<file path="config.mk">
export PLATFORM = sky130hd
export DESIGN_NAME = uart_rx_deframer
export DESIGN_NICKNAME = d
export VERILOG_FILES = /design/src/rtl/uart_rx_deframer.sv
export SDC_FILE = /design/constraint.sdc
export NUM_CORES = 1
export LEC_CHECK = 0
export ABC_CLOCK_PERIOD_IN_PS = 3700
export CAP_MARGIN = 20
export CORE_UTILIZATION = 55
export CTS_BUF_LIST = sky130_fd_sc_hd__clkbuf_16
export CTS_CLUSTER_SIZE = 8
export DETAILED_ROUTE_END_ITERATION = 8
export PLACE_DENSITY = 0.73
export REMOVE_ABC_BUFFERS = 1
export SYNTH_ARGS = -nofsm -noshare
export SYNTH_HDL_FRONTEND = slang
export SYNTH_SLANG_ARGS = --single-unit
</file>
<file path="constraint.sdc">
create_clock -name clk -period 3.7 [get_ports clk]
set_input_delay 1.11 -clock clk [delete_from_list [all_inputs] [get_ports clk]]
set_output_delay 1.11 -clock clk [all_outputs]
set_load 0.01 [all_outputs]
</file>
<file path="src/rtl/uart_rx_deframer.sv">
// uart_rx_deframer: 8N1 serial receive front-end with mid-bit sampling,
// a first-word-fall-through byte FIFO and sticky error flags.
// Optional build macro UART_RX_PARITY_EN: frames become 8E1, a PARITY state
// follows DATA and a sticky parity_err output is added.
//
// state   | meaning
// --------+-------------------------------------------------------------
// S_IDLE  | line idle; waiting for a falling edge on the synchronised line
// S_START | half-bit wait, then confirm start bit is still low
// S_DATA  | sample 8 data bits at mid-bit, LSB first
// S_PARITY| (8E1 build only) sample the even-parity bit
// S_STOP  | sample stop bit; push byte or flag a framing error
module uart_rx_deframer #(
   parameter int CLK_FREQ_HZ = 50000000,
   parameter int BAUD_RATE   = 115200,
   parameter int FIFO_DEPTH  = 8
) (
   input  logic       clk,
   input  logic       nReset,
   input  logic       rxd,
   output logic [7:0] rx_data,
   output logic       rx_valid,
   input  logic       rx_ready,
   output logic       frame_err,
   output logic       overflow,
   input  logic       err_clear,
`ifdef UART_RX_PARITY_EN
   output logic       parity_err,
`endif
   output logic       busy
);

   localparam int          CLKS_PER_BIT = (CLK_FREQ_HZ + BAUD_RATE / 2) / BAUD_RATE;
   localparam int          HALF         = CLKS_PER_BIT / 2;
   localparam logic [15:0] CNT_BIT      = 16'(CLKS_PER_BIT - 1);
   localparam logic [15:0] CNT_HALF     = 16'(HALF - 1);
   localparam int          AW           = $clog2(FIFO_DEPTH);

   typedef enum logic [2:0] {
      S_IDLE,
      S_START,
      S_DATA,
`ifdef UART_RX_PARITY_EN
      S_PARITY,
`endif
      S_STOP
   } state_t;

   state_t      state_q, state_d;
   logic        sync1_q, sync2_q;
   logic [1:0]  warm_q;
   logic        armed_q, armed_d;
   logic [15:0] cnt_q, cnt_d;
   logic [2:0]  idx_q, idx_d;
   logic [7:0]  shreg_q, shreg_d;
   logic        frame_err_q, overflow_q;
   logic        push, fe_set;
   logic        rxs;
`ifdef UART_RX_PARITY_EN
   logic        par_bad_q, par_bad_d;
   logic        parity_err_q;
   logic        pe_set;
`endif

   logic [7:0]  mem_q [FIFO_DEPTH];
   logic [AW:0] wr_ptr_q, rd_ptr_q;
   logic        fifo_full, fifo_empty, pop, push_ok, ovf_set;

   assign rxs = sync2_q;

   // Two-flop synchroniser (resets to idle-high) plus a warm-up shift register.
   // The reset-value 1s in the synchroniser must not count as "line seen high",
   // otherwise a line held low across reset would look like a fresh start edge.
   always_ff @(posedge clk) begin
      if (!nReset) begin
         sync1_q <= 1'b1;
         sync2_q <= 1'b1;
         warm_q  <= 2'b00;
      end else begin
         sync1_q <= rxd;
         sync2_q <= sync1_q;
         warm_q  <= {warm_q[0], 1'b1};
      end
   end

   // Deframer state register.
   always_ff @(posedge clk) begin
      if (!nReset) begin
         state_q <= S_IDLE;
         armed_q <= 1'b0;
         cnt_q   <= '0;
         idx_q   <= '0;
         shreg_q <= '0;
`ifdef UART_RX_PARITY_EN
         par_bad_q <= 1'b0;
`endif
      end else begin
         state_q <= state_d;
         armed_q <= armed_d;
         cnt_q   <= cnt_d;
         idx_q   <= idx_d;
         shreg_q <= shreg_d;
`ifdef UART_RX_PARITY_EN
         par_bad_q <= par_bad_d;
`endif
      end
   end

   // Deframer next-state: down-counter terminal count drives every sample point.
   always_comb begin
      state_d = state_q;
      armed_d = armed_q;
      cnt_d   = cnt_q;
      idx_d   = idx_q;
      shreg_d = shreg_q;
      push    = 1'b0;
      fe_set  = 1'b0;
`ifdef UART_RX_PARITY_EN
      par_bad_d = par_bad_q;
      pe_set    = 1'b0;
`endif
      case (state_q)
         S_IDLE: begin
            if (rxs) begin
               if (warm_q[1]) armed_d = 1'b1;
            end else if (armed_q) begin
               state_d = S_START;
               cnt_d   = CNT_HALF;
               armed_d = 1'b0;
            end
         end
         S_START: begin
            if (cnt_q != 16'd0) begin
               cnt_d = cnt_q - 16'd1;
            end else if (!rxs) begin
               state_d = S_DATA;
               cnt_d   = CNT_BIT;
               idx_d   = 3'd0;
            end else begin
               // Start bit vanished before mid-bit: treat as a glitch.
               state_d = S_IDLE;
               armed_d = 1'b1;
            end
         end
         S_DATA: begin
            if (cnt_q != 16'd0) begin
               cnt_d = cnt_q - 16'd1;
            end else begin
               shreg_d = {rxs, shreg_q[7:1]};
               cnt_d   = CNT_BIT;
               if (idx_q == 3'd7) begin
`ifdef UART_RX_PARITY_EN
                  state_d   = S_PARITY;
                  par_bad_d = 1'b0;
`else
                  state_d = S_STOP;
`endif
               end else begin
                  idx_d = idx_q + 3'd1;
               end
            end
         end
`ifdef UART_RX_PARITY_EN
         S_PARITY: begin
            if (cnt_q != 16'd0) begin
               cnt_d = cnt_q - 16'd1;
            end else begin
               cnt_d   = CNT_BIT;
               state_d = S_STOP;
               if (rxs != ^shreg_q) begin
                  pe_set    = 1'b1;
                  par_bad_d = 1'b1;
               end
            end
         end
`endif
         S_STOP: begin
            if (cnt_q != 16'd0) begin
               cnt_d = cnt_q - 16'd1;
            end else begin
               // Leaving in the same cycle lets a back-to-back start edge be seen next cycle.
               state_d = S_IDLE;
               armed_d = rxs;
               if (rxs) begin
`ifdef UART_RX_PARITY_EN
                  push = !par_bad_q;
`else
                  push = 1'b1;
`endif
               end else begin
                  fe_set = 1'b1;
               end
            end
         end
         default: begin
            state_d = S_IDLE;
         end
      endcase
   end

   assign fifo_empty = (wr_ptr_q == rd_ptr_q);
   assign fifo_full  = (wr_ptr_q[AW] != rd_ptr_q[AW]) &&
                       (wr_ptr_q[AW-1:0] == rd_ptr_q[AW-1:0]);
   assign pop        = !fifo_empty && rx_ready;
   // When full, a simultaneous pop frees the slot the push writes into.
   assign push_ok    = push && (!fifo_full || pop);
   assign ovf_set    = push && fifo_full && !pop;

   // FIFO pointers; the extra MSB separates full from empty.
   always_ff @(posedge clk) begin
      if (!nReset) begin
         wr_ptr_q <= '0;
         rd_ptr_q <= '0;
      end else begin
         if (push_ok) wr_ptr_q <= wr_ptr_q + 1'b1;
         if (pop)     rd_ptr_q <= rd_ptr_q + 1'b1;
      end
   end

   // FIFO storage; contents are don't-care while the pointers say empty.
   always_ff @(posedge clk) begin
      if (push_ok) mem_q[wr_ptr_q[AW-1:0]] <= shreg_q;
   end

   // Sticky error flags; a new event in the clear cycle wins.
   always_ff @(posedge clk) begin
      if (!nReset) begin
         frame_err_q <= 1'b0;
         overflow_q  <= 1'b0;
`ifdef UART_RX_PARITY_EN
         parity_err_q <= 1'b0;
`endif
      end else begin
         frame_err_q <= (frame_err_q && !err_clear) || fe_set;
         overflow_q  <= (overflow_q && !err_clear) || ovf_set;
`ifdef UART_RX_PARITY_EN
         parity_err_q <= (parity_err_q && !err_clear) || pe_set;
`endif
      end
   end

   assign rx_valid  = !fifo_empty;
   assign rx_data   = fifo_empty ? 8'h00 : mem_q[rd_ptr_q[AW-1:0]];
   assign frame_err = frame_err_q;
   assign overflow  = overflow_q;
   assign busy      = (state_q != S_IDLE);
`ifdef UART_RX_PARITY_EN
   assign parity_err = parity_err_q;
`endif

endmodule
</file>
======== Word-level counts from Yosys, hierarchy flattened ========
Memory sizes are Yosys's and may differ from the RTL's. A register that Yosys moved wholly into a read port is not among the register bits.
Index checks and enable logic that the tools add are counted.
word-level totals
  latch bits .............................. 0
  input bits .............................. 5
  output and inout bits ................... 12
  RAM bits ................................ 64
  ROM bits ................................ 0
  word-level logic and storage cells ...... 101
  register bits after elaboration ......... 45
  memories ................................ 1
cells by class
  shift-type cells ........................ 0
  $add $sub $neg .......................... 4
  reduce and logical (&&, ||, !) cells .... 25
  mux-type cells .......................... 38
  equal/unequal tests ..................... 19
  divide/modulo/power cells ............... 0
  $mul .................................... 0
  bitwise operators ....................... 1
  order comparisons ....................... 0
memories
  memory  words  width  read ports  clocked after Yosys merged registers in  wr ports  line  RTL
  mem_q   8      8      1           1                                        1         65    logic [7:0] mem_q [FIFO_DEPTH];
operators by type and width
  operator               count
  $mux 16                6
  $pmux 16 s4            1
  $mux 3                 12
  $ne 2x2->1 const B     10
  $reduce_bool 16->1     1
  $sub 16x1->16 const B  1
  $reduce_and 5->1       3
  $mux 1                 14
  $pmux 3 s4             1
  $add 4x1->4 const B    2
  $mux 8                 1
  $logic_and 1x1->1      7
  $eq 3x2->1 const B     2
  $ne 3x3->1 const B     2
  $pmux 3 s2             1
  $reduce_and 6->1       1
  $reduce_bool 3->1      2
  $eq 4x4->1             1
  $logic_not 1->1        4
  $reduce_bool 4->1      1
  $add 3x1->3 const B    1
  $eq 3x1->1 const B     1
  $eq 3x3->1             1
  $eq 3x3->1 const B     1
  other kinds (8)        10

======== Longest topological paths before layout ========
  word-level depth ........................ 7
  gate-level depth with buffers ........... 9

======== Worst setup path before layout ========
No wires, ideal clock.
  path type ............................... register to output
  start point ............................. register with a tool-made name
  end point ............................... output port rx_data[5]
  path slack .............................. 0.852 ns
  stages on the path, launching flop included .. 6
  arrival ................................. 1.738 ns
  required time ........................... 2.590 ns
  cells stage by stage .................... dfxtp_1 clkbuf_1 buf_2 mux4_2 mux2i_1 nor2_1
RTL lines
  item              line  RTL
  end: declaration  21    output logic [7:0] rx_data,

==> metrics <==
Pwr per Cell Area=between 400 and 500 nW/µm²; M1 WL=between 4 and 5 mm; Die X=95.8 µm; antenna cells=0; Longest Clk Path Bufs=2; Tmin final=~3.3 ns; Initial Utilization=around 58%; mean routed wirelength per cell=17.0 µm; clock skew=0.00709 ns; P_int=0.00193 W; pin count of the biggest net entering global routing=28; fillcell total=between 600 and 700; Worst setup SP type=flop; Met3 Wirelength=~270 µm; post-route setup TNS=0 ns; sequential area share after synthesis=59.1%; Max Cap Viol=0; clk slew on worst S/H paths=0.07 ns; mean area per synthesized cell=12.1 µm²; final setup violation count=0; Die Height=between 90 and 100 µm; IO Pins=17; critical path fanouts, max=16; Crit. End Element=primary output; hold path depth=1; PostCTS Resize Cnt=0; Syn Std Cell Area=between 4000 and 5000 µm²; ys async rst share=0%; first-pass GRT wire length=15.0 mm; Reg power frac=about half; Die ar.=~9200 µm²; routed wire length=8.98 mm; final hold violations=0; DRT iter0 DRCs=~170; WP data arrival=2.19 ns; Num Clock Sinks=between 100 and 150; Total GRT Usage=22.1%; initial antenna violation count=0; RSZ-0062 raised after global routing=no; Area Growth Syn to Fin=12.4%; clock tree from TritonCTS=yes; worst hold path class=flop to flop; worst r2r src=cnt_q[0]; layout cell share with drive strength beyond 1=between 10% and 20%; clock latency at the later pin of the worst-skew pair=around 0.34 ns; Yosys cell types=54; FP Rows=33; Cells after DPL=around 510; CTS root buffer=clkbuf_16; Leakage=1.93 nW; slowest stage delay, CP=approximately 0.57 ns; First-pass DRT Iterations=4; WHS=~0.42 ns; TritonCTS Buffers=9; vias per std cell=between 5 and 6; grt ovf=0; Max Fclk=between 300 and 400 MHz; highest metal used=met4; Residual DRC=0; worst-margin pin slew=0.854 ns; CTS Hold Bufs=0; post-CTS setup buffers=0; run status=complete, no violations; core footprint=~8400 µm²; period utilisation layout=89.3%; via count=3,101; Post-Synthesis Cells=400; combinational power share=9.5%; worst vdd ir=around 0.34 mV; final cell count without fillers=529; fin. max-slew vios=0; Rel. slew slack=42.8%; CP Cell Sequence=buf_4 -> mux4_2 -> mux2i_1 -> nor2_1 -> clkdlybuf4s50_1; DP HPWL=6.06 mm; antenna-violating nets left=0; met2 WL=around 4.5 mm; Slowest-stage cell, CP=mux4_2; final RePlAce weighted congestion=roughly 0.88; #FFs+latches synth=~110; CTS H-tree depth=3; reg2reg end=mem_q[4][6]; required time worst endpoint=2.59 ns; switching share of power=24.2%; vias in the first global route=2,995; sw power=0.000617 W; Worst R2R Setup Slack=around 0.77 ns; sink of the worst hold path=rxs; WS Path Type=flop to primary output; Post-synth EDFFs=64; layout net count=about 440; FF-to-FF path depth=7; Synth Warn #=0; PortBufs=16; Post-synth top flop=edfxtp_1; Clk pwr share=38.8%; hold path start=sync1_q
[critical path, delay by kind of cell, from the launching register on]
family                 cells  cell delay (ns)
AND/OR/NAND/NOR            1             0.05
buffers and inverters      2             0.77
multiplexers               2             0.72
flip-flops                 1             0.31
[stage by stage]
stage	area, µm²	power [W]	setup slack, ns	utilization (%)
floorplan	4760	0.00152	0.767	-
global placement	5130	0.00158	0.423	61.2
detailed placement	5130	0.00159	0.221	61.2
CTS	5440	0.00257	0.349	65.0
global route	5440	0.00265	0.260	65.0
finish	5440	0.00255	0.397	65.0
[registers in the layout (all words and copies together), names as in the netlist, named ones only]
signal / cells
shreg_q: 8
cnt_q: 16
mem_q: 64
sync1_q: 1
frame_err: 1
state_q: 2
wr_ptr_q: 4
armed_q: 1
overflow: 1
warm_q: 2
rd_ptr_q: 4
rxs: 1
idx_q: 3
[cell usage after synthesis (5+ instances only)]
| cell | number | area (µm²) |
|---|---|---|
| nand2_1 | 27 | 101 |
| xnor2_1 | 6 | 52.6 |
| o21ai_0 | 15 | 75.1 |
| edfxtp_1 | 64 | 1920 |
| inv_1 | 9 | 33.8 |
| a21oi_1 | 26 | 130 |
| mux4_2 | 16 | 360 |
| dfxtp_1 | 47 | 941 |
| nand3_1 | 17 | 85.1 |
| or2_2 | 5 | 31.3 |
| nand2b_1 | 10 | 62.6 |
| a21o_1 | 7 | 52.6 |
| or3_1 | 5 | 31.3 |
| nor2_1 | 41 | 154 |
| clkbuf_1 | 12 | 45.0 |
| nor3_1 | 15 | 75.1 |
| mux2i_1 | 9 | 90.1 |
| ha_1 | 11 | 138 |
[area by class of cell]
class                           count  area [µm²]  share of cell area, %
Clock buffer                        9         225                   4.14
Clock inverter                      7        86.3                   1.59
Inverter                           10        37.5                  0.689
Multi-Input combinational cell    260        1860                   34.1
Sequential cell                   111        2860                   52.6
Tap cell                          105         131                   2.41
Timing Repair Buffer               27         243                   4.46
[cells in the final DEF (no fill, tap or decap), types with 7 or more instances in the layout]
cell	Yosys	final
dfxtp_1	47	47
mux4_2	16	16
nand3_1	17	17
a21o_1	7	7
nor3_1	15	15
nand2_1	27	27
nand2b_1	10	10
o21ai_0	15	15
edfxtp_1	64	64
clkdlybuf4s50_1	0	16
a21oi_1	26	26
buf_4	0	11
nor2_1	41	41
inv_1	9	9
ha_1	11	11
mux2i_1	9	9
clkbuf_16	0	9
[kinds of logic (layout without fill, tap and decap cells)]
group                    count (synthesis)  in the layout  share of synthesized area, %
AND/OR/NAND/NOR                        141            141                          14.8
flip-flops                             111            111                          59.1
AO/OA/AOI/OAI                           73             73                          9.53
buffers and inverters                   29             53                          2.51
multiplexers                            26             26                          9.54
adder cells (fa/ha/maj)                 11             11                          2.84
XOR/XNOR                                 9              9                          1.63
[power groups by stage]
stage	Sequential (W)	Combinational (W)	Clock (W)
floorplan	0.00134	0.000175	0
detailed placement	0.00135	0.000240	0
finish	0.00132	0.000241	0.000990
global route	0.00132	0.000275	0.00106
CTS	0.00132	0.000240	0.00101
global placement	0.00135	0.000237	0
[layer usage]
metal	global-route usage, %	vias up
met5	0	-
met4	7.09	0
met3	4.34	11
met2	37.4	63
met1	28.5	1507
li1	-	1520
[worst max-delay path by stage]
stage | startpoint | endpoint | cells after the start | slack [ns]
2_1_floorplan | cnt_q[0] | mem_q[1][0] | 7 | 0.77
3_3_place_gp | rx_ready | mem_q[4][3] | 5 | 0.42
3_5_place_dp | rx_ready | mem_q[4][2] | 5 | 0.22
4_1_cts | flop | rx_data[6] | 5 | 0.35
5_1_grt | flop | rx_data[5] | 5 | 0.26
6_report | flop | rx_data[6] | 5 | 0.40
(Power assumes the default switching activity.)
